`src/rtl/cfg_types_pkg.sv`:
```
// -----------------------------------------------------------------------------
// cfg_types_pkg
// Shared type definitions for the accelerator configuration/control blocks.
//   arb_state_t : accel_mem_arbiter FSM states (round-robin / accel-locked)
//   arb_owner_t : identifies which requester owns a RAM access
// -----------------------------------------------------------------------------
package cfg_types_pkg;

   typedef enum logic {
      ST_ARB  = 1'b0,
      ST_LOCK = 1'b1
   } arb_state_t;

   typedef enum logic {
      OWN_HOST  = 1'b0,
      OWN_ACCEL = 1'b1
   } arb_owner_t;

endpackage : cfg_types_pkg

```
`src/rtl/accel_mem_arbiter.sv`:
```
// -----------------------------------------------------------------------------
// accel_mem_arbiter
// Shares one port of the accelerator local RAM between the host bus slave and
// the accelerator control FSM. Round-robin arbitration; the accelerator can
// lock the port for burst transfers, while a bounded lock counter hands the
// host one slot after MAX_LOCK consecutive accel grants.
//
// Ports:
//   clk, rst_n                  clock, asynchronous active-low reset
//   h_req/h_gnt, a_req/a_gnt    request / same-cycle grant per requester
//   h_addr/h_we/h_wdata/h_be    host access fields
//   a_addr/a_we/a_wdata/a_be    accel access fields
//   a_lock                      accel asks to own the port (only with a_req)
//   h_rvalid/h_rdata            host read return, one cycle after grant
//   a_rvalid/a_rdata            accel read return, one cycle after grant
//   mem_en/addr/we/wdata/be     RAM port, driven by the granted requester
//   mem_rdata                   RAM read data, one-cycle latency
//   locked                      port currently held by the accelerator
// -----------------------------------------------------------------------------
module accel_mem_arbiter
   import cfg_types_pkg::*;
#(
   parameter int ADDR_WIDTH = 32,
   parameter int DATA_WIDTH = 32,
   parameter int MAX_LOCK   = 8
) (
   input  logic                    clk,
   input  logic                    rst_n,
   input  logic                    h_req,
   output logic                    h_gnt,
   input  logic [ADDR_WIDTH-1:0]   h_addr,
   input  logic                    h_we,
   input  logic [DATA_WIDTH-1:0]   h_wdata,
   input  logic [DATA_WIDTH/8-1:0] h_be,
   output logic                    h_rvalid,
   output logic [DATA_WIDTH-1:0]   h_rdata,
   input  logic                    a_req,
   output logic                    a_gnt,
   input  logic [ADDR_WIDTH-1:0]   a_addr,
   input  logic                    a_we,
   input  logic [DATA_WIDTH-1:0]   a_wdata,
   input  logic [DATA_WIDTH/8-1:0] a_be,
   input  logic                    a_lock,
   output logic                    a_rvalid,
   output logic [DATA_WIDTH-1:0]   a_rdata,
   output logic                    mem_en,
   output logic [ADDR_WIDTH-1:0]   mem_addr,
   output logic                    mem_we,
   output logic [DATA_WIDTH-1:0]   mem_wdata,
   output logic [DATA_WIDTH/8-1:0] mem_be,
   input  logic [DATA_WIDTH-1:0]   mem_rdata,
   output logic                    locked
);

   localparam int             CW      = $clog2(MAX_LOCK + 1);
   localparam logic [CW-1:0]  CNT_MAX = CW'(MAX_LOCK);

   arb_state_t    state;
   arb_owner_t    last_owner;
   arb_owner_t    rd_owner;
   logic [CW-1:0] lock_cnt;
   logic          rd_pend;

   logic          lock_hold;
   logic          host_turn;
   arb_owner_t    eff_last;

   function automatic logic [CW-1:0] sat_inc(input logic [CW-1:0] v);
      return (v == CNT_MAX) ? v : v + 1'b1;
   endfunction

   // Grant decision: combinational from requests and registered state
   always_comb begin
      // Lock only persists while the accel keeps both req and lock up;
      // otherwise this cycle is already treated as round-robin.
      lock_hold = (state == ST_LOCK) && a_req && a_lock;
      host_turn = lock_hold && h_req && (lock_cnt == CNT_MAX);
      // Leaving the lock, the accel counts as the last owner so a waiting
      // host wins the tie immediately.
      eff_last  = (state == ST_LOCK) ? OWN_ACCEL : last_owner;
      h_gnt     = 1'b0;
      a_gnt     = 1'b0;
      if (lock_hold) begin
         if (host_turn) h_gnt = 1'b1;
         else           a_gnt = 1'b1;
      end else if (h_req && a_req) begin
         if (eff_last == OWN_ACCEL) h_gnt = 1'b1;
         else                       a_gnt = 1'b1;
      end else begin
         h_gnt = h_req;
         a_gnt = a_req;
      end
   end

   // RAM port mux
   always_comb begin
      mem_en    = h_gnt | a_gnt;
      mem_addr  = '0;
      mem_we    = 1'b0;
      mem_wdata = '0;
      mem_be    = '0;
      if (h_gnt) begin
         mem_addr  = h_addr;
         mem_we    = h_we;
         mem_wdata = h_wdata;
         mem_be    = h_be;
      end else if (a_gnt) begin
         mem_addr  = a_addr;
         mem_we    = a_we;
         mem_wdata = a_wdata;
         mem_be    = a_be;
      end
   end

   // FSM, lock counter and read-return tag
   always_ff @(posedge clk or negedge rst_n) begin
      if (!rst_n) begin
         state      <= ST_ARB;
         last_owner <= OWN_ACCEL;
         lock_cnt   <= '0;
         rd_pend    <= 1'b0;
         rd_owner   <= OWN_HOST;
      end else begin
         if (h_gnt)      last_owner <= OWN_HOST;
         else if (a_gnt) last_owner <= OWN_ACCEL;

         case (state)
            ST_ARB: begin
               if (a_gnt && a_lock) begin
                  state    <= ST_LOCK;
                  lock_cnt <= CW'(1);
               end
            end
            ST_LOCK: begin
               if (!lock_hold) begin
                  state    <= ST_ARB;
                  lock_cnt <= '0;
               end else if (host_turn) begin
                  lock_cnt <= '0;
               end else begin
                  lock_cnt <= sat_inc(lock_cnt);
               end
            end
            default: state <= ST_ARB;
         endcase

         rd_pend  <= (h_gnt | a_gnt) & ~mem_we;
         rd_owner <= a_gnt ? OWN_ACCEL : OWN_HOST;
      end
   end

   // Read return: one cycle after grant, routed by the registered owner tag
   assign h_rvalid = rd_pend && (rd_owner == OWN_HOST);
   assign a_rvalid = rd_pend && (rd_owner == OWN_ACCEL);
   assign h_rdata  = mem_rdata;
   assign a_rdata  = mem_rdata;
   assign locked   = lock_hold;

endmodule : accel_mem_arbiter
```
`config.mk`:
```
export PLATFORM = sky130hd
export DESIGN_NAME = accel_mem_arbiter
export DESIGN_NICKNAME = d
export VERILOG_FILES = /design/src/rtl/cfg_types_pkg.sv /design/src/rtl/accel_mem_arbiter.sv
export SDC_FILE = /design/constraint.sdc
export NUM_CORES = 1
export LEC_CHECK = 0
export BUFFER_PORTS_ARGS = -buffer_cell sky130_fd_sc_hd__buf_4
export CORE_AREA = 2 2 121 123
export DETAILED_ROUTE_END_ITERATION = 7
export DIE_AREA = 0 0 123 125
export PLACE_DENSITY_LB_ADDON = 0.2
export SYNTH_ARGS = -nofsm -noshare
export SYNTH_HDL_FRONTEND = slang
export SYNTH_SLANG_ARGS = --single-unit
```
`constraint.sdc`:
```
create_clock -name clk -period 2.2 [get_ports clk]
set_input_delay 0.11 -clock clk [delete_from_list [all_inputs] [get_ports clk]]
set_output_delay 0.11 -clock clk [all_outputs]
set_load 0.02 [all_outputs]
```
== After elaboration in Yosys (flattened, before gate mapping) ==
Index checks and enable logic that the tools add are counted.

* $lt $le $gt $ge: 0
* Shift-type cells: 0
* Mux-type cells: 28
* Div/mod/pow operators: 0
* Add/sub/neg operators: 1
* Multiply operators: 0
* Reductions and logical operators: 10
* Equality and inequality tests: 3
* Bitwise gates (word level): 5

{| class="wikitable"
|+ Operators by type and width
! kind !! number
|-
| $mux 32 || 4
|-
| $mux 4 || 6
|-
| $mux 1 || 16
|-
| $logic_and 1x1->1 || 8
|-
| $pmux 4 s2 || 1
|-
| $add 4x1->4 const B || 1
|-
| $eq 4x4->1 const B || 1
|-
| $ne 4x4->1 const B || 1
|-
| $not 1->1 || 3
|-
| $ne 2x2->1 const B || 1
|-
| $pmux 1 s2 || 1
|-
| $reduce_and 2->1 || 1
|-
| $reduce_bool 2->1 || 1
|-
| $and 1x1->1 || 1
|-
| $or 1x1->1 || 1
|}

* ROM bits: 0
* Input port bits: 175
* Memory bits (writable): 0
* Memories kept: 0
* Register bits after elaboration: 8
* Word-level logic and storage cells: 52
* Output and inout bits: 139
* Bits in latches: 0

== Logic depth before layout (Yosys ltp) ==
* Depth after elaboration: 10
* Gate-level depth with buffers: 8
* Gate-level depth less buffers: 6

== Least setup slack after synthesis ==
No wires, ideal clock.

* Kind: register -> output
* From: reg lock_cnt[0]
* To: out mem_addr[13]
* Path buffers: 1
* Setup slack: 0.420 ns
* Required time: 2.090 ns
* Data arrival time: 1.670 ns
* Cell stages (with the launch flop): 8
* Cell sequence: dfrtp_1 > inv_1 > ha_1 > and3b_1 > o22ai_2 > a21oi_2 > buf_2 > a22o_1

* Elaborated cells on any way between the ends: 8
* Classes of those cells: eq/ne (1); mux (6); reduce/logical (1)

{| class="wikitable"
|+ RTL lines
! element !! line !! RTL
|-
| from (decl) || accel_mem_arbiter.sv:61 || <nowiki>logic [CW-1:0] lock_cnt;</nowiki>
|-
| from (signal assigned) || accel_mem_arbiter.sv:141 || <nowiki>lock_cnt <= sat_inc(lock_cnt);</nowiki>
|-
| $eq 4x4->1 || accel_mem_arbiter.sv:77 || <nowiki>host_turn = lock_hold && h_req && (lock_cnt == CNT_MAX);</nowiki>
|-
| $logic_and 1x1->1 || accel_mem_arbiter.sv:77 ||
|-
| $mux 1 || accel_mem_arbiter.sv:84 || <nowiki>if (host_turn) h_gnt = 1'b1;</nowiki>
|-
| $mux 1 || accel_mem_arbiter.sv:83 || <nowiki>if (lock_hold) begin</nowiki>
|-
| named net h_gnt || accel_mem_arbiter.sv:30 || <nowiki>output logic h_gnt,</nowiki>
|-
| $mux 32 || accel_mem_arbiter.sv:102 || <nowiki>if (h_gnt) begin</nowiki>
|-
| to (decl) || accel_mem_arbiter.sv:47 || <nowiki>output logic [ADDR_WIDTH-1:0] mem_addr,</nowiki>
|}

The timed path passes the listed nets, and every way through them passes these cells.

== Final worst setup path ==
* From: reg lock_cnt[0]
* To: out mem_addr[3]

* Word-level cells in the longest chain between the ends: 6
* Elaborated cells on any way between the ends: 8
* Classes of those cells: eq/ne (1); mux (6); reduce/logical (1)

{| class="wikitable"
|+ RTL lines
! element !! line !! RTL
|-
| $eq 4x4->1 * || accel_mem_arbiter.sv:77 ||
|-
| $logic_and 1x1->1 * || accel_mem_arbiter.sv:77 ||
|-
| $mux 1 || accel_mem_arbiter.sv:84 ||
|-
| $mux 1 || accel_mem_arbiter.sv:83 ||
|-
| $mux 32 || accel_mem_arbiter.sv:107 || <nowiki>end else if (a_gnt) begin</nowiki>
|-
| $mux 32 * || accel_mem_arbiter.sv:102 ||
|}

Every way passes the cells marked *; elsewhere a longest branch is shown, timed or not.

==> PnR_summary.wiki <==
{| class="wikitable"
! Metric !! Value
|-
| First-pass iteration count of the detailed router || 6
|-
| Max-slew violation count || 0
|-
| Sequential share of the synthesized area || between 10% and 20%
|-
| Clock root buffer || sky130_fd_sc_hd__clkbuf_16
|-
| Synthesized cell area || 1660 um2
|-
| Worst clock skew || 0.00292 ns
|-
| Kind of capture point of the worst setup path || output port
|-
| Worst-skew pair later-pin latency || roughly 0.23 ns
|-
| Clock transition at the registers of the reported paths || roughly 0.04 ns
|-
| Type of the most critical hold path || in2reg
|-
| Count of flip-flops with a built-in enable after synthesis || 0
|-
| Instance count of the mapped netlist || 199
|-
| Mapped Avg Cell Area || 8.36 um2
|-
| Area inside the core boundary || between 10000 and 15000 um2
|-
| Die boundary height || about 130 um
|-
| Synth Register Bits || 8
|-
| Share of layout cells above drive strength 1 || about 68%
|-
| Via-per-instance ratio || between 3 and 4
|-
| PwrDens || between 400 and 500 nW/um2
|-
| Slew @ Worst Pin || 0.389 ns
|-
| Clock sinks || 8
|-
| Total vias in the final route || 2047
|-
| Min cycle time layout || roughly 2.1 ns
|-
| # H-tree levels || 1
|-
| Critical Path RT || between 2 and 2.5 ns
|-
| Starting utilization of the core area || around an eighth
|-
| Count of endpoints failing setup in the final report || 0
|-
| Leading post-synthesis cells by instance count || sky130_fd_sc_hd__a22o_1, sky130_fd_sc_hd__buf_4, sky130_fd_sc_hd__buf_6
|-
| Final worst path period share || 95.4%
|-
| Setup repair after global routing missed its margin || true
|-
| Routability-driven placement congestion ratio || ~0.77
|-
| Normalized max-slew margin || 74.0%
|-
| Outcome || complete, no violations
|-
| Number of maximum-capacitance violations || 0
|-
| Via count of the first global-routing pass || ~2.0k
|-
| Area of all placed cells without fillers || between 3000 and 4000 um2
|-
| Largest area contributor in the netlist || sky130_fd_sc_hd__a22o_1
|-
| Asr flop ratio synth || between 90% and 100%
|-
| Aggregate negative setup slack || 0 ns
|-
| HPWL after DPL || between 6 and 7 mm
|-
| Width of the die || about 120 um
|-
| Die Outline Area || about 15000 um2
|-
| Global-route wire length before repair || ~11 mm
|-
| Main synth FF type || sky130_fd_sc_hd__dfrtp_1
|-
| Post-route non-filler standard cell count || around 530
|-
| Total chip power || ~1400 uW
|-
| Global route total overflow || 0
|-
| Input/output buffers || 217
|-
| Cell variety after synth || 28
|-
| Worst endpoint data arrival time || 1.99 ns
|-
| Highest net fanout along the worst path || 41
|-
| Crit path kind || reg2out
|-
| I/O pin count || approximately 310
|-
| Pre-CTS setup slack || approximately 0.15 ns
|-
| Crit start category || register
|-
| Clock tree from TritonCTS || yes
|-
| Per-cell routed wire length || between 15 and 20 um
|-
| Endpoints failing hold || 0
|-
| Pin count of the biggest net entering global routing || 42
|-
| Synth top area cells || sky130_fd_sc_hd__a22o_1, sky130_fd_sc_hd__buf_4, sky130_fd_sc_hd__dfrtp_1, sky130_fd_sc_hd__buf_6, sky130_fd_sc_hd__buf_2
|-
| Share of the synthesized area in the top cell type || between 30% and 40%
|-
| GR Util All Layers || around a tenth
|-
| Total Routed Length || 8.19 mm
|-
| Dominant cell by count in the synthesized netlist || sky130_fd_sc_hd__a22o_1
|-
| Clock buffer count from CTS || 3
|-
| Layout net count || roughly 530
|-
| Final critical-path setup slack || between 0.1 and 0.15 ns
|-
| Fmax || 476 MHz
|-
| Syn Nets || 376
|-
| Drt drc || 0
|-
| Growth of design area from synthesis to finish || 89.2%
|-
| Leakage || approximately 0.0016 uW
|-
| Antenna violations before repair || 0
|-
| Number of buffers on the longest clock path || 2
|-
| IR Drop Worst-Case VDD || a little over 0.0002 V
|-
| Detail Route Antenna Nets || 0
|-
| Placed Instances || around 520
|-
| ANT cells || 0
|-
| Count of standard-cell rows || between 40 and 50
|-
| Initial detailed-routing violation count || 54
|-
| Cell area after placement || around 3000 um2
|-
| Count of yosys warnings during synthesis || 0
|}
## report_power, final
part	total, uW	internal [uW]	switching (uW)
Combinational	901	477	424
Clock	311	241	69.6
Sequential	172	162	10.5
## final cells by class
cell class / instances / area [um2]
flip-flops and latches: 8 / 201
inverters: 7 / 26.3
clock buffers: 4 / 78.8
fillers: 1588 / 11100
well taps: 184 / 230
multi-input cells: 104 / 860
repair buffers: 225 / 1750
## metrics by stage
| stage | hold WS, ns | utilization, % |
|---|---|---|
| 6_report | 0.115 | 22.2 |
| 5_1_grt | 0.146 | 22.2 |
| 4_1_cts | 0.112 | 22.1 |
| 3_5_place_dp | -0.0607 | 21.0 |
| 3_3_place_gp | -0.0608 | 21.0 |
| 2_1_floorplan | -0.186 | - |
## cell usage in the layout (no fill, tap or decap), types with 2 or more instances in the layout
cell type,synthesis,layout
sky130_fd_sc_hd__inv_1,6,5
sky130_fd_sc_hd__o21ai_0,4,4
sky130_fd_sc_hd__a22o_1,71,70
sky130_fd_sc_hd__ha_1,2,2
sky130_fd_sc_hd__clkbuf_16,0,3
sky130_fd_sc_hd__nand3_1,3,3
sky130_fd_sc_hd__o21ai_1,2,2
sky130_fd_sc_hd__dfrtp_1,7,7
sky130_fd_sc_hd__a31oi_1,3,3
sky130_fd_sc_hd__buf_12,0,4
sky130_fd_sc_hd__nand2_1,5,5
sky130_fd_sc_hd__buf_4,64,218
sky130_fd_sc_hd__nor2_1,2,2
sky130_fd_sc_hd__inv_2,1,2
## repair_timing
item / in CTS / in global routing
hold endpoints to repair: 8 / 0
endpoints found under the setup margin: 31 / 69
pin swaps: 2 / 2
gates cloned: 1 / 0
hold buffers: 1 / 0
setup buffers: 1 / 2
gates resized for setup: 7 / 5
## path summary, 6_finish.rpt
path	startpoint	endpoint	slack, ns	depth (start not counted)
max	lock_cnt[0]	mem_addr[3]	0.10	8
min	h_req	last_owner	0.11	2
max reg2reg	lock_cnt[0]	rd_pend	0.51	7
min reg2reg	lock_cnt[2]	lock_cnt[2]	0.51	1
max in group asynchronous	rst_n	last_owner	1.73	2
min in group asynchronous	rst_n	lock_cnt[2]	0.25	2
## logic make-up after synthesis
kind of cell,synth area share (%)
fa+ha+maj,1.50
xor+xnor,0.526
flops,12.1
buf+inv,38.2
simple gates,4.89
compound gates,42.8
## worst max-delay path, stage by stage (launching register included)
cell                      delay, ns
sky130_fd_sc_hd__dfrtp_1       0.36
sky130_fd_sc_hd__inv_2         0.05
sky130_fd_sc_hd__ha_1          0.19
sky130_fd_sc_hd__and3b_2       0.24
sky130_fd_sc_hd__o22ai_4       0.19
sky130_fd_sc_hd__a21oi_4       0.11
sky130_fd_sc_hd__buf_12        0.19
sky130_fd_sc_hd__a22o_4        0.29
sky130_fd_sc_hd__buf_6         0.13
## state kept, by name (all words and copies together), names as in the netlist
name / cells
rd_owner: 1
lock_cnt: 4
rd_pend: 1
state: 1
last_owner: 1
## per-layer routing
layer	track usage (%)	part of all wire (%)	up-vias	wire length, um
li1	-	-	979	-
met1	10.5	35	922	2910
met2	17.0	51	120	4210
met3	2.65	10	26	831
met4	3.74	3.0	0	246
met5	0	0	-	0
No activity file was read; power rests on OpenSTA's default activity.
